===== src/rtl/ceespu_imm_fuse_pkg.sv =====
// Shared constants for the IMM-prefix fusion stage: instruction field
// positions, the default prefix opcode and the two FSM states.
package ceespu_imm_fuse_pkg;

  localparam int unsigned OPC_MSB   = 31;
  localparam int unsigned OPC_LSB   = 26;
  localparam int unsigned IMM16_MSB = 15;
  localparam int unsigned IMM16_LSB = 0;

  localparam logic [5:0] IMM_OPCODE_DEFAULT = 6'b011110;

  typedef logic [31:0] insn_t;
  typedef logic [0:0]  fuse_state_t;

  localparam fuse_state_t ST_IDLE  = 1'b0;
  localparam fuse_state_t ST_ACCUM = 1'b1;

  function automatic logic is_imm_prefix(insn_t insn, logic [5:0] opc);
    return insn[OPC_MSB:OPC_LSB] == opc;
  endfunction

endpackage


===== src/rtl/ceespu_imm_fuse_if.sv =====
// Fetch-side and decode-side handshake plus fused payload of the IMM fuse stage.
// Signal names are from the fuse stage's point of view (I_ = into it).
interface ceespu_imm_fuse_if #(
  parameter int unsigned XLEN = 32,
  parameter int unsigned PC_W = 14
);
  localparam int unsigned NPFX = (XLEN - 16) / 16;
  localparam int unsigned CW   = $clog2(NPFX + 1);

  logic                I_valid;
  logic                O_ready;
  logic [31:0]         I_instruction;
  logic [PC_W-1:0]     I_PC;
  logic                I_ready;
  logic                O_valid;
  logic [31:0]         O_instruction;
  logic [PC_W-1:0]     O_PC;
  logic [XLEN-17:0]    O_imm_hi;
  logic                O_imm_hi_valid;
  logic [CW-1:0]       O_pfx_count;
  logic                O_irq_block;
  logic                O_pfx_overflow;

  modport slave (
    input  I_valid, I_instruction, I_PC, I_ready,
    output O_ready, O_valid, O_instruction, O_PC, O_imm_hi, O_imm_hi_valid,
           O_pfx_count, O_irq_block, O_pfx_overflow
  );

  modport master (
    output I_valid, I_instruction, I_PC, I_ready,
    input  O_ready, O_valid, O_instruction, O_PC, O_imm_hi, O_imm_hi_valid,
           O_pfx_count, O_irq_block, O_pfx_overflow
  );

endinterface


===== src/rtl/ceespu_skid_buffer.sv =====
// Two-entry valid/ready register slice: an output register backed by one
// skid entry, so upstream ready depends only on local state.
module ceespu_skid_buffer #(
  parameter int unsigned WIDTH = 32
) (
  input  logic             I_clk,
  input  logic             I_rst_n,
  input  logic             I_flush,
  input  logic             I_valid,
  output logic             O_ready,
  input  logic [WIDTH-1:0] I_data,
  output logic             O_valid,
  input  logic             I_ready,
  output logic [WIDTH-1:0] O_data
);

  logic             out_valid_q;
  logic [WIDTH-1:0] out_data_q;
  logic             skid_valid_q;
  logic [WIDTH-1:0] skid_data_q;
  logic             push;

  assign O_ready = !skid_valid_q;
  assign push    = I_valid && !skid_valid_q;
  assign O_valid = out_valid_q;
  assign O_data  = out_data_q;

  // Fill the output register first; the skid entry only catches a push
  // that arrives while the output register is stalled.
  always_ff @(posedge I_clk) begin
    if (!I_rst_n || I_flush) begin
      out_valid_q  <= 1'b0;
      out_data_q   <= '0;
      skid_valid_q <= 1'b0;
      skid_data_q  <= '0;
    end else if (skid_valid_q) begin
      if (I_ready) begin
        out_data_q   <= skid_data_q;
        skid_valid_q <= 1'b0;
      end
    end else if (!out_valid_q || I_ready) begin
      out_valid_q <= push;
      if (push) begin
        out_data_q <= I_data;
      end
    end else if (push) begin
      skid_valid_q <= 1'b1;
      skid_data_q  <= I_data;
    end
  end

endmodule


===== src/rtl/ceespu_imm_fuse.sv =====
// Front-of-decode IMM prefix fusion: absorbs chained seti prefixes and hands
// the next real instruction to decode with the accumulated upper immediate.
module ceespu_imm_fuse
  import ceespu_imm_fuse_pkg::*;
#(
  parameter int unsigned XLEN       = 32,
  parameter int unsigned PC_W       = 14,
  parameter logic [5:0]  IMM_OPCODE = IMM_OPCODE_DEFAULT
) (
  input logic              I_clk,
  input logic              I_rst_n,
  input logic              I_flush,
  ceespu_imm_fuse_if.slave bus
);

  localparam int unsigned NPFX = (XLEN - 16) / 16;
  localparam int unsigned HW   = XLEN - 16;
  localparam int unsigned CW   = $clog2(NPFX + 1);
  localparam int unsigned PW   = 32 + PC_W + HW + 1 + CW;
  localparam logic [CW-1:0] CNT_MAX = CW'(NPFX);

  fuse_state_t     state_q, state_d;
  logic [CW-1:0]   count_q, count_d;
  logic [HW-1:0]   acc_q, acc_d;
  logic [PC_W-1:0] grp_pc_q, grp_pc_d;
  logic            ovf_q, ovf_d;

  logic            skid_ready;
  logic            accept, is_pfx, pfx_acc, ins_acc;
  logic [PC_W-1:0] pc_sel;
  logic [PW-1:0]   in_data, out_data;

  // Keep the low 16*n accumulated bits and sign-extend from bit 16*n-1.
  function automatic logic [HW-1:0] sext_acc(logic [HW-1:0] a, logic [CW-1:0] n);
    logic [HW-1:0] r;
    r = '0;
    for (int i = 1; i <= int'(NPFX); i++) begin
      if (n == CW'(i)) begin
        for (int b = 0; b < int'(HW); b++) begin
          r[b] = (b < 16 * i) ? a[b] : a[16 * i - 1];
        end
      end
    end
    return r;
  endfunction

  assign bus.O_ready = skid_ready;
  assign accept      = bus.I_valid && skid_ready;
  assign is_pfx      = is_imm_prefix(bus.I_instruction, IMM_OPCODE);
  assign pfx_acc     = accept && is_pfx;
  assign ins_acc     = accept && !is_pfx;
  assign pc_sel      = (count_q != '0) ? grp_pc_q : bus.I_PC;
  assign in_data     = {bus.I_instruction, pc_sel, sext_acc(acc_q, count_q),
                        count_q != '0, count_q};

  // Prefix accumulation and group tracking.
  always_comb begin
    state_d  = state_q;
    count_d  = count_q;
    acc_d    = acc_q;
    grp_pc_d = grp_pc_q;
    ovf_d    = 1'b0;
    if (pfx_acc) begin
      acc_d   = HW'({acc_q, bus.I_instruction[IMM16_MSB:IMM16_LSB]});
      ovf_d   = (count_q == CNT_MAX);
      count_d = (count_q == CNT_MAX) ? count_q : count_q + 1'b1;
      state_d = ST_ACCUM;
      if (state_q == ST_IDLE) begin
        grp_pc_d = bus.I_PC;
      end
    end else if (ins_acc) begin
      state_d = ST_IDLE;
      count_d = '0;
      acc_d   = '0;
    end
  end

  // Group state register; reset and flush both abandon an open group.
  always_ff @(posedge I_clk) begin
    if (!I_rst_n || I_flush) begin
      state_q  <= ST_IDLE;
      count_q  <= '0;
      acc_q    <= '0;
      grp_pc_q <= '0;
      ovf_q    <= 1'b0;
    end else begin
      state_q  <= state_d;
      count_q  <= count_d;
      acc_q    <= acc_d;
      grp_pc_q <= grp_pc_d;
      ovf_q    <= ovf_d;
    end
  end

  assign bus.O_irq_block    = (state_q == ST_ACCUM);
  assign bus.O_pfx_overflow = ovf_q;

  ceespu_skid_buffer #(
    .WIDTH (PW)
  ) u_skid (
    .I_clk   (I_clk),
    .I_rst_n (I_rst_n),
    .I_flush (I_flush),
    .I_valid (ins_acc),
    .O_ready (skid_ready),
    .I_data  (in_data),
    .O_valid (bus.O_valid),
    .I_ready (bus.I_ready),
    .O_data  (out_data)
  );

  assign {bus.O_instruction, bus.O_PC, bus.O_imm_hi, bus.O_imm_hi_valid,
          bus.O_pfx_count} = out_data;

endmodule


===== src/flat_wrapper.sv =====
// flat-port wrapper written by rule: the top's interface ports become plain ports
module ceespu_imm_fuse_flat import ceespu_imm_fuse_pkg::*;
#(
  parameter int unsigned XLEN       = 32,
  parameter int unsigned PC_W       = 14,
  parameter logic [5:0]  IMM_OPCODE = IMM_OPCODE_DEFAULT
)
  (I_clk, I_rst_n, I_flush, bus_I_valid, bus_I_instruction, bus_I_PC, bus_I_ready, bus_O_ready, bus_O_valid, bus_O_instruction, bus_O_PC, bus_O_imm_hi, bus_O_imm_hi_valid, bus_O_pfx_count, bus_O_irq_block, bus_O_pfx_overflow);
  ceespu_imm_fuse_if #(.XLEN(XLEN), .PC_W(PC_W)) bus_i ();
  input logic I_clk;
  input logic I_rst_n;
  input logic I_flush;
  input wire logic [$bits(bus_i.I_valid)-1:0] bus_I_valid;
  input wire logic [$bits(bus_i.I_instruction)-1:0] bus_I_instruction;
  input wire logic [$bits(bus_i.I_PC)-1:0] bus_I_PC;
  input wire logic [$bits(bus_i.I_ready)-1:0] bus_I_ready;
  output wire logic [$bits(bus_i.O_ready)-1:0] bus_O_ready;
  output wire logic [$bits(bus_i.O_valid)-1:0] bus_O_valid;
  output wire logic [$bits(bus_i.O_instruction)-1:0] bus_O_instruction;
  output wire logic [$bits(bus_i.O_PC)-1:0] bus_O_PC;
  output wire logic [$bits(bus_i.O_imm_hi)-1:0] bus_O_imm_hi;
  output wire logic [$bits(bus_i.O_imm_hi_valid)-1:0] bus_O_imm_hi_valid;
  output wire logic [$bits(bus_i.O_pfx_count)-1:0] bus_O_pfx_count;
  output wire logic [$bits(bus_i.O_irq_block)-1:0] bus_O_irq_block;
  output wire logic [$bits(bus_i.O_pfx_overflow)-1:0] bus_O_pfx_overflow;
  assign bus_i.I_valid = bus_I_valid;
  assign bus_i.I_instruction = bus_I_instruction;
  assign bus_i.I_PC = bus_I_PC;
  assign bus_i.I_ready = bus_I_ready;
  assign bus_O_ready = bus_i.O_ready;
  assign bus_O_valid = bus_i.O_valid;
  assign bus_O_instruction = bus_i.O_instruction;
  assign bus_O_PC = bus_i.O_PC;
  assign bus_O_imm_hi = bus_i.O_imm_hi;
  assign bus_O_imm_hi_valid = bus_i.O_imm_hi_valid;
  assign bus_O_pfx_count = bus_i.O_pfx_count;
  assign bus_O_irq_block = bus_i.O_irq_block;
  assign bus_O_pfx_overflow = bus_i.O_pfx_overflow;
  ceespu_imm_fuse #(.XLEN(XLEN), .PC_W(PC_W), .IMM_OPCODE(IMM_OPCODE)) u_core (.I_clk(I_clk), .I_rst_n(I_rst_n), .I_flush(I_flush), .bus(bus_i));
endmodule

===== config.mk =====
export PLATFORM = sky130hd
export DESIGN_NAME = ceespu_imm_fuse_flat
export DESIGN_NICKNAME = d
export VERILOG_FILES = /design/src/rtl/ceespu_imm_fuse_pkg.sv /design/src/rtl/ceespu_imm_fuse_if.sv /design/src/rtl/ceespu_skid_buffer.sv /design/src/rtl/ceespu_imm_fuse.sv /design/src/flat_wrapper.sv
export SDC_FILE = /design/constraint.sdc
export NUM_CORES = 1
export LEC_CHECK = 0
export CAP_MARGIN = 40
export CORE_UTILIZATION = 50
export CTS_CLUSTER_SIZE = 24
export DETAILED_ROUTE_END_ITERATION = 8
export HOLD_SLACK_MARGIN = 0.02
export PLACE_DENSITY = 0.78
export SLEW_MARGIN = 0
export SYNTH_ARGS = -nofsm -noshare
export SYNTH_HDL_FRONTEND = slang
export SYNTH_HIERARCHICAL = 1
export SYNTH_SLANG_ARGS = --single-unit

===== constraint.sdc =====
create_clock -name I_clk -period 3.14 [get_ports I_clk]
set_clock_uncertainty 0.05 [all_clocks]
set_input_delay 0.471 -clock I_clk [delete_from_list [all_inputs] [get_ports I_clk]]
set_output_delay 0.471 -clock I_clk [all_outputs]
set_load 0.01 [all_outputs]

After elaboration in Yosys (flattened, before gate mapping)
Index checks and enable logic that the tools add are counted.
{"block": "totals", "out_inout_bits": 68, "word_cells": 50, "input_bits": 51, "ff_bits": 163}
{"block": "op_classes", "n_reduce_logical": 18, "n_bitwise": 4, "n_addsub": 1, "n_mux": 16, "eq_ne": 2}
{"operator": "$mux 64", "n": 4}
{"operator": "$mux 16", "n": 3}
{"operator": "$mux 14", "n": 1}
{"operator": "$mux 1", "n": 8}
{"operator": "$eq 6x5->1 const B", "n": 1}
{"operator": "$reduce_and 3->1", "n": 2}
{"operator": "$reduce_bool 2->1", "n": 3}
{"operator": "$logic_and 1x1->1", "n": 4}
{"operator": "$logic_not 1->1", "n": 4}
{"operator": "$not 1->1", "n": 4}
{"operator": "$reduce_and 2->1", "n": 2}
{"operator": "$logic_or 1x1->1", "n": 2}
{"operator": "$ne 2x2->1 const B", "n": 1}
{"operator": "$reduce_or 2->1", "n": 1}
{"operator": "$add 1x1->1 const B", "n": 1}

Depth between registers and ports, before layout
Gate-level depths: netlist of run 1.
{"block": "depth", "ltp_word": 7, "ltp_mapped": 12, "ltp_nobuf": 6}

Cells and area by module
The synthesis of run 1 kept the hierarchy.
{"mod": "ceespu_skid_buffer", "cells_each": 584, "seq_area_each_um2": 2602.5, "n_inst": 1, "area_per_inst_um2": 5539.1}
{"mod": "ceespu_imm_fuse", "cells_each": 189, "seq_area_each_um2": 640.6, "n_inst": 1, "area_per_inst_um2": 1679.1}

Worst setup path after synthesis of run 1
No wires, ideal clock.
{"block": "synth_path", "path_type": "reg-to-reg", "from": "register u_core.u_skid.skid_valid_q", "to": "register u_core.u_skid.out_data_q[0], in the netlist u_core/u_skid/O_data[0]", "setup_time_ns": 0.146, "t_required_ns": 2.944, "path_slack_ns": 0.693, "t_arrival_ns": 2.251, "path_stages_with_launch": 13, "path_buffers": 6, "synth_period_minus_slack_ns": 2.447, "path_cell_list": "dfxtp_1 -> buf_2 -> buf_6 -> buf_2 -> inv_1 -> nand2_1 -> buf_2 -> nor2_1 -> or2_1 -> buf_2 -> buf_2 -> a21oi_1 -> a211oi_2"}
{"block": "synth_via", "elab_chain_len": 6, "word_cells_on_any_way": 9, "classes_between": "eq/ne (1); mux (1); reduce/logical (7)"}
{"item": "from (decl)", "line_no": "ceespu_skid_buffer.sv:19", "source": "logic skid_valid_q;"}
{"item": "from (signal assigned)", "line_no": "ceespu_skid_buffer.sv:34", "source": "skid_valid_q <= 1'b0;"}
{"item": "from (signal assigned)", "line_no": "ceespu_skid_buffer.sv:39", "source": "skid_valid_q <= 1'b0;"}
{"item": "from (signal assigned)", "line_no": "ceespu_skid_buffer.sv:47", "source": "skid_valid_q <= 1'b1;"}
{"item": "$logic_not 1->1", "line_no": "ceespu_skid_buffer.sv:23", "source": "assign O_ready = !skid_valid_q;"}
{"item": "via bus_O_ready", "line_no": "flat_wrapper.sv:17", "source": "output wire logic [$bits(bus_i.O_ready)-1:0] bus_O_ready;"}
{"item": "$logic_and 1x1->1", "line_no": "ceespu_imm_fuse.sv:48", "source": "assign accept = bus.I_valid && skid_ready;"}
{"item": "$logic_and 1x1->1", "line_no": "ceespu_imm_fuse.sv:51", "source": "assign ins_acc = accept && !is_pfx;"}
{"item": "via u_core.ins_acc", "line_no": "ceespu_imm_fuse.sv:29", "source": "logic accept, is_pfx, pfx_acc, ins_acc;"}
{"item": "$logic_and 1x1->1", "line_no": "ceespu_skid_buffer.sv:24", "source": "assign push = I_valid && !skid_valid_q;"}
{"item": "$reduce_bool 2->1 (no source line)"}
{"item": "$reduce_and 3->1 (no source line)"}
{"item": "to (signal assigned)", "line_no": "ceespu_skid_buffer.sv:38", "source": "out_data_q <= skid_data_q;"}
{"item": "to (signal assigned)", "line_no": "ceespu_skid_buffer.sv:44", "source": "out_data_q <= I_data;"}
{"item": "to (decl)", "line_no": "ceespu_skid_buffer.sv:18", "source": "logic [WIDTH-1:0] out_data_q;"}
The timed path passes the listed nets, and every way through them passes these cells.
A chain may end at the register's enable or synchronous reset.

Final worst setup path of run 1
{"block": "layout_path", "from": "register u_core.state_q, in the netlist u_core/bus.O_irq_block", "to": "output bus_O_irq_block"}
{"item": "from (decl)", "line_no": "ceespu_imm_fuse.sv:22", "source": "fuse_state_t state_q, state_d;"}
{"item": "from (signal assigned)", "line_no": "ceespu_imm_fuse.sv:87", "source": "state_q <= state_d;"}
{"item": "to (decl)", "line_no": "flat_wrapper.sv:24", "source": "output wire logic [$bits(bus_i.O_irq_block)-1:0] bus_O_irq_block;"}
No word-level cell between the ends.

==> flow_summary.toml, run 1 <==
[status]
run_status = "finished, final reports clean"

[logic_synthesis]
synth_top_flop_cell = "dfxtp_1"
ys_ff_latch = 162
postSynthAreaPerCell_sq_um = 9.34
synth_top_area_share = 0.449
synth_cell_types = 32
yosys_warnings = 6
total_standard_cell_area_after_synthesis_sq_um = 7220
synth_enable_flop_cells = 0
synth_sequential_area_ratio = 0.449
largest_cells_by_area_after_synthesis = "dfxtp_1 45%, a21oi_1 11%, a211oi_2 10%"
syn-num-nets = 824
post_synth_top_area_cell = "dfxtp_1"
asyncSetResetFlopFracSynth = 0
post_syn_instances = 773

[worst_setup_path]
timing.critical_path.cells = "clkdlybuf4s50_1"
critical_path.slowest_cell = "dfxtp_1"
start_kind = "flop"
worst_path_fanout_max = 22
worst-path-buf-inv = 1
critical-path-top-delay-family = "flip-flops"
highest_cell_delay_on_the_worst_timing_path_ns = 0.76
setup.worst_path.class = "reg2out"
cp_data_arrival_time_ns = 1.89
end_kind = "output port"
crit_required_ns = 2.62

[final_layout]
drive_above_1_share = 0.152
design_area_sq_um = 8960
layout.filler_cells = 1181
area_growth_syn_to_layout_pct = 24.2
finish.net_count = 904
utilization = 0.641
insertedDiodeCount = 0
final-instance-count-excl-fill = 1044
layout_common_cells = "161 x a21oi_1, 161 x dfxtp_1, 147 x nand2_1, 118 x clkdlybuf4s50_1, 64 x mux2i_1"

[placement]
port_buffers = 118
pre_cts_ws_ns = 0.457
detailed_place.area_sq_um = 8410
place.gp.congestion = 0.790
hpwl_um = 11400
placed_cells_incl_taps = 1014

[clock_tree]
post_cts_buffers = 0
total_cts_buffers = 17
clock_latency_on_the_worst_skew_pair_ns = 0.43
cts.clk_slew.worst_paths_ns = 0.06
htree_levels = 4
root_buffer = "clkbuf_16"
cts_tree = "built"
clock_sink_count = 162
hold_bufs_inserted_after_cts = 0
cts-root-to-sink-buffers = 2
post_cts_resize_count = 0

[route]
postRouteWirelength_um = 18500
route.detailed.wl_per_inst_um = 17.7
drt_drc_violations_left = 0
post_drt_via_cell_ratio = 5.78
initialDrtViolationCount = 570
detail_route.first_pass.iterations = 5
antenna_left = 0
dr_total_vias = 6034

[sta]
grt_setup_unrepaired = "false"
max_slew.worst_pin.slew_ns = 0.771
accumulated_negative_setup_slack_ns = 0
layout_worst_path_cycle_share = 0.769
period_minus_slack_ns = 2.41
maxClockFrequency_mhz = 414
timing.final.hold_violations = 0
final.setup.worst_slack_ns = 0.727
worst_slew_margin_rel = 0.486
finalSetupViolCount = 0
slew_viol_final = 0
hold-worst-slack_ns = 0.397

[floorplan]
std_cell_rows = 43
coreArea_sq_um = 14000
initial_utilization = 0.516
pin_count = 119
die_area_sq_um = 14900
die_height_um = 122
die_w_um = 122

[grt]
grt_first_pass_wirelength_um = 29900
met1_usage = 0.345
number_of_antenna_violations_at_the_first_check_in_global_routing = 0
grt-busiest-layer = "met2"
groute.layer.met3.usage = 0.0520
globalRouteTotalUtil = 0.260
grt_pass1_vias = 5768
gr-total-overflow = 0
grt_start_max_net_pins = 65
use_met2 = 0.406

[pwr]
static-leakage-power_nw = 2.76
peakVddDrop_mv = 0.348
pwr_density_cell_nw_per_um2 = 507
totalPowerFinal_mw = 4.55
clock_power_share = 0.426
power.switching_mw = 1.07
proportion_of_power_drawn_by_combinational_gates = 0.108
swShare = 0.236
power.internal_mw = 3.47
power.sequential.fraction = 0.467

[worst_hold_path]
min-delay-path-class = "reg2reg"

[job]
max_cap_viol_count = 0
tightest hold or removal path: cells and delay by family, from the launching register on:
kind / cells / cell delay [ns]
AOI/OAI and AO/OA: 1 / 0.05
and+or+nand+nor: 1 / 0.05
DFF: 1 / 0.30
power by group through the flow:
| stage | logic [mW] | registers (mW) | clock network, mW |
|---|---|---|---|
| final | 0.489 | 2.12 | 1.94 |
| after global routing | 0.523 | 2.12 | 2.07 |
| after CTS | 0.488 | 2.12 | 1.97 |
| after detailed placement | 0.486 | 2.16 | 0 |
| after global placement | 0.477 | 2.17 | 0 |
| after floorplan | 0.264 | 2.18 | 0 |
path summary, 6_finish.rpt:
path / from / to / depth (start not counted) / slack, ns
hold reg to reg: u_core/acc_q[5] / u_core/acc_q[5] / 2 / 0.40
setup / recovery: u_core/bus.O_irq_block / bus_O_irq_block / 1 / 0.73
hold / removal: u_core/acc_q[5] / u_core/acc_q[5] / 2 / 0.40
setup reg to reg: u_core/u_skid/skid_valid_q / u_core/u_skid/O_data[10] / 4 / 0.93
cells in the mapped netlist, types with 2 or more instances:
| library cell | count |
|---|---|
| nor2_1 | 4 |
| buf_6 | 12 |
| o31ai_1 | 14 |
| clkbuf_1 | 20 |
| buf_2 | 36 |
| mux2_2 | 14 |
| a21oi_1 | 161 |
| a211oi_1 | 4 |
| nand2_1 | 147 |
| buf_8 | 2 |
| inv_1 | 2 |
| buf_1 | 3 |
| buf_4 | 4 |
| and2_1 | 18 |
| nand4_1 | 30 |
| a211oi_2 | 60 |
| mux2i_1 | 64 |
| nand2b_1 | 3 |
| dfxtp_1 | 162 |
sequential cells by signal, summed over array words and instances (netlist names):
register                    cells
u_core/u_skid/O_data           64
u_core/u_skid/skid_data_q      64
u_core/acc_q                   16
u_core/grp_pc_q                14
u_core/bus.O_irq_block          1
u_core/bus.O_pfx_overflow       1
u_core/u_skid/O_valid           1
u_core/u_skid/skid_valid_q      1
layer usage:
metal,vias up,part of all wire
met5,-,0
met4,0,0.024
met3,36,0.052
met2,177,0.47
met1,2912,0.46
li1,2909,-
cell type report:
cell class                      count  area (sq um)  area share
Multi-Input combinational cell    531          3540       0.395
Sequential cell                   162          3250       0.362
Timing Repair Buffer              139          1400       0.156
Clock buffer                       25           495      0.0553
Tap cell                          180           225      0.0251
Clock inverter                      5          52.6     0.00586
Inverter                            2          7.51    0.000838
cells by family (layout without fill, tap and decap cells):
kind of cell           after synthesis  count (layout)  synth area share
multiplexers                        78              78             0.111
AO/OA/AOI/OAI                      241             241             0.236
buffers and inverters               80             171            0.0660
AND/OR/NAND/NOR                    212             212             0.138
flip-flops                         162             162             0.449
Power figures use the tool's default switching activity.
==> inputs of run 2 (changes only) <==
Settings changed: CORE_UTILIZATION 50 to 48.
Clock period 3.14 ns to 2 ns, I/O delays scaled along.
==> flow_summary.toml, run 2 (synthesis results as in run 1) <==
[pwr]
peakVddDrop_mv = 0.555
pwr_density_cell_nw_per_um2 = 778
power.internal_mw = 5.57
clock_power_share = 0.426
static-leakage-power_nw = 2.94
power.switching_mw = 1.72
proportion_of_power_drawn_by_combinational_gates = 0.117
power.sequential.fraction = 0.457
swShare = 0.236

[final_layout]
final-instance-count-excl-fill = 1071
layout_commonest_cell = "dfxtp_1"
insertedDiodeCount = 0
finish.net_count = 928
area_growth_syn_to_layout_pct = 29.8
layout.filler_cells = 1132
layout_common_cells = "161 x dfxtp_1, 149 x a21oi_1, 146 x nand2_1, 118 x clkdlybuf4s50_1, 64 x mux2i_1"
drive_above_1_share = 0.191

[floorplan]
die_area_sq_um = 15500
initial_utilization = 0.495
die_w_um = 125
std_cell_rows = 44
coreArea_sq_um = 14600
pin_count = 119
die_height_um = 125

[route]
detail_route.first_pass.iterations = 5
post_drt_via_cell_ratio = 5.65
postRouteWirelength_um = 19200
initialDrtViolationCount = 579
antenna_left = 0
dr_total_vias = 6046
drt_drc_violations_left = 0
route.detailed.wl_per_inst_um = 18.0

[placement]
hpwl_um = 12300
place.gp.congestion = 0.808
pre_cts_ws_ns = -0.277
placed_cells_incl_taps = 1042
port_buffers = 118

[clock_tree]
htree_levels = 4
cts-root-to-sink-buffers = 2
hold_bufs_inserted_after_cts = 0
post_cts_resize_count = 0
post_cts_buffers = 0
clock_latency_on_the_worst_skew_pair_ns = 0.43
root_buffer = "clkbuf_16"
cts_tree = "built"
total_cts_buffers = 17
clock_sink_count = 162
cts.clk_slew.worst_paths_ns = 0.06

[grt]
gr-total-overflow = 0
number_of_antenna_violations_at_the_first_check_in_global_routing = 0
grt_pass1_vias = 5778
grt_start_max_net_pins = 40
globalRouteTotalUtil = 0.250
grt_first_pass_wirelength_um = 30900

[sta]
worst_slew_margin_rel = 0.680
final.setup.worst_slack_ns = 0.126
grt_setup_unrepaired = "false"
max_slew.worst_pin.slew_ns = 0.480
period_minus_slack_ns = 1.87
slew_viol_final = 0
finalSetupViolCount = 0
timing.final.hold_violations = 0
maxClockFrequency_mhz = 534
layout_worst_path_cycle_share = 0.937

[worst_setup_path]
crit_required_ns = 2.28
setup.worst_path.class = "in2reg"
end_kind = "flop"
cp_data_arrival_time_ns = 2.16
start_kind = "input pin"
worst_path_fanout_max = 8

[job]
max_cap_viol_count = 0

[worst_hold_path]
min-delay-path-class = "in2reg"

[status]
run_status = "finished, final reports clean"
## run 2: cell count changes in the layout (fill, tap and decap cells not counted), sizes merged
cell    change
clkbuf      -2
bufinv      +1
buf        +24
## run 2: worst max-delay path, cell delays in order
cell	delay, ns
clkdlybuf4s50_1	0.52
nand4b_4	0.12
nor2_1	0.10
buf_4	0.13
nor2_4	0.03
or2_2	0.34
and2_4	0.20
buf_4	0.19
a211oi_2	0.23
## run 2: final timing paths
path | from | end | slack [ns] | cells after the start
setup / recovery | bus_I_instruction[29] | u_core/u_skid/O_data[53] | 0.13 | 9
hold / removal | bus_I_instruction[23] | u_core/u_skid/skid_data_q[55] | 0.40 | 3
setup reg to reg | u_core/u_skid/skid_valid_q | u_core/u_skid/O_data[53] | 0.17 | 7
hold reg to reg | u_core/u_skid/skid_data_q[19] | u_core/u_skid/skid_data_q[19] | 0.40 | 2
## run 2: per-layer routing
layer,track usage,routed length (um),vias up
li1,-,-,2952
met1,0.338,8670,2883
met2,0.390,9190,189
met3,0.0528,1050,22
met4,0.0907,333,0
met5,0,0,-
## run 2: power by group through the flow
stage          clock (mW)  combinational, mW  sequential (mW)
2_1_floorplan           0              0.435             3.42
3_3_place_gp            0              0.832             3.40
3_5_place_dp            0              0.842             3.40
4_1_cts              3.15              0.850             3.33
5_1_grt              3.30              0.902             3.34
6_report             3.11              0.849             3.33
## run 2: area by class of cell
cell class / count / area (sq um) / area share
clock buffer: 23 / 468 / 0.0500
clock inverter: 6 / 81.3 / 0.00868
inverter: 2 / 11.3 / 0.00120
multi-input combinational: 531 / 3600 / 0.384
sequential: 162 / 3250 / 0.347
tap: 184 / 230 / 0.0246
timing repair buffer: 163 / 1730 / 0.185
## run 2: stage by stage
stage	instance area, sq um	TNS [ns]	power, mW	hold WS, ns	util
finish	9370	0	7.29	0.402	0.642
global route	9370	0	7.54	0.416	0.642
CTS	9370	0	7.33	0.389	0.642
detailed placement	8820	-23.67	4.24	0.396	0.604
global placement	8820	-20.96	4.23	0.391	0.604
floorplan	7350	-7.96	3.86	0.377	-
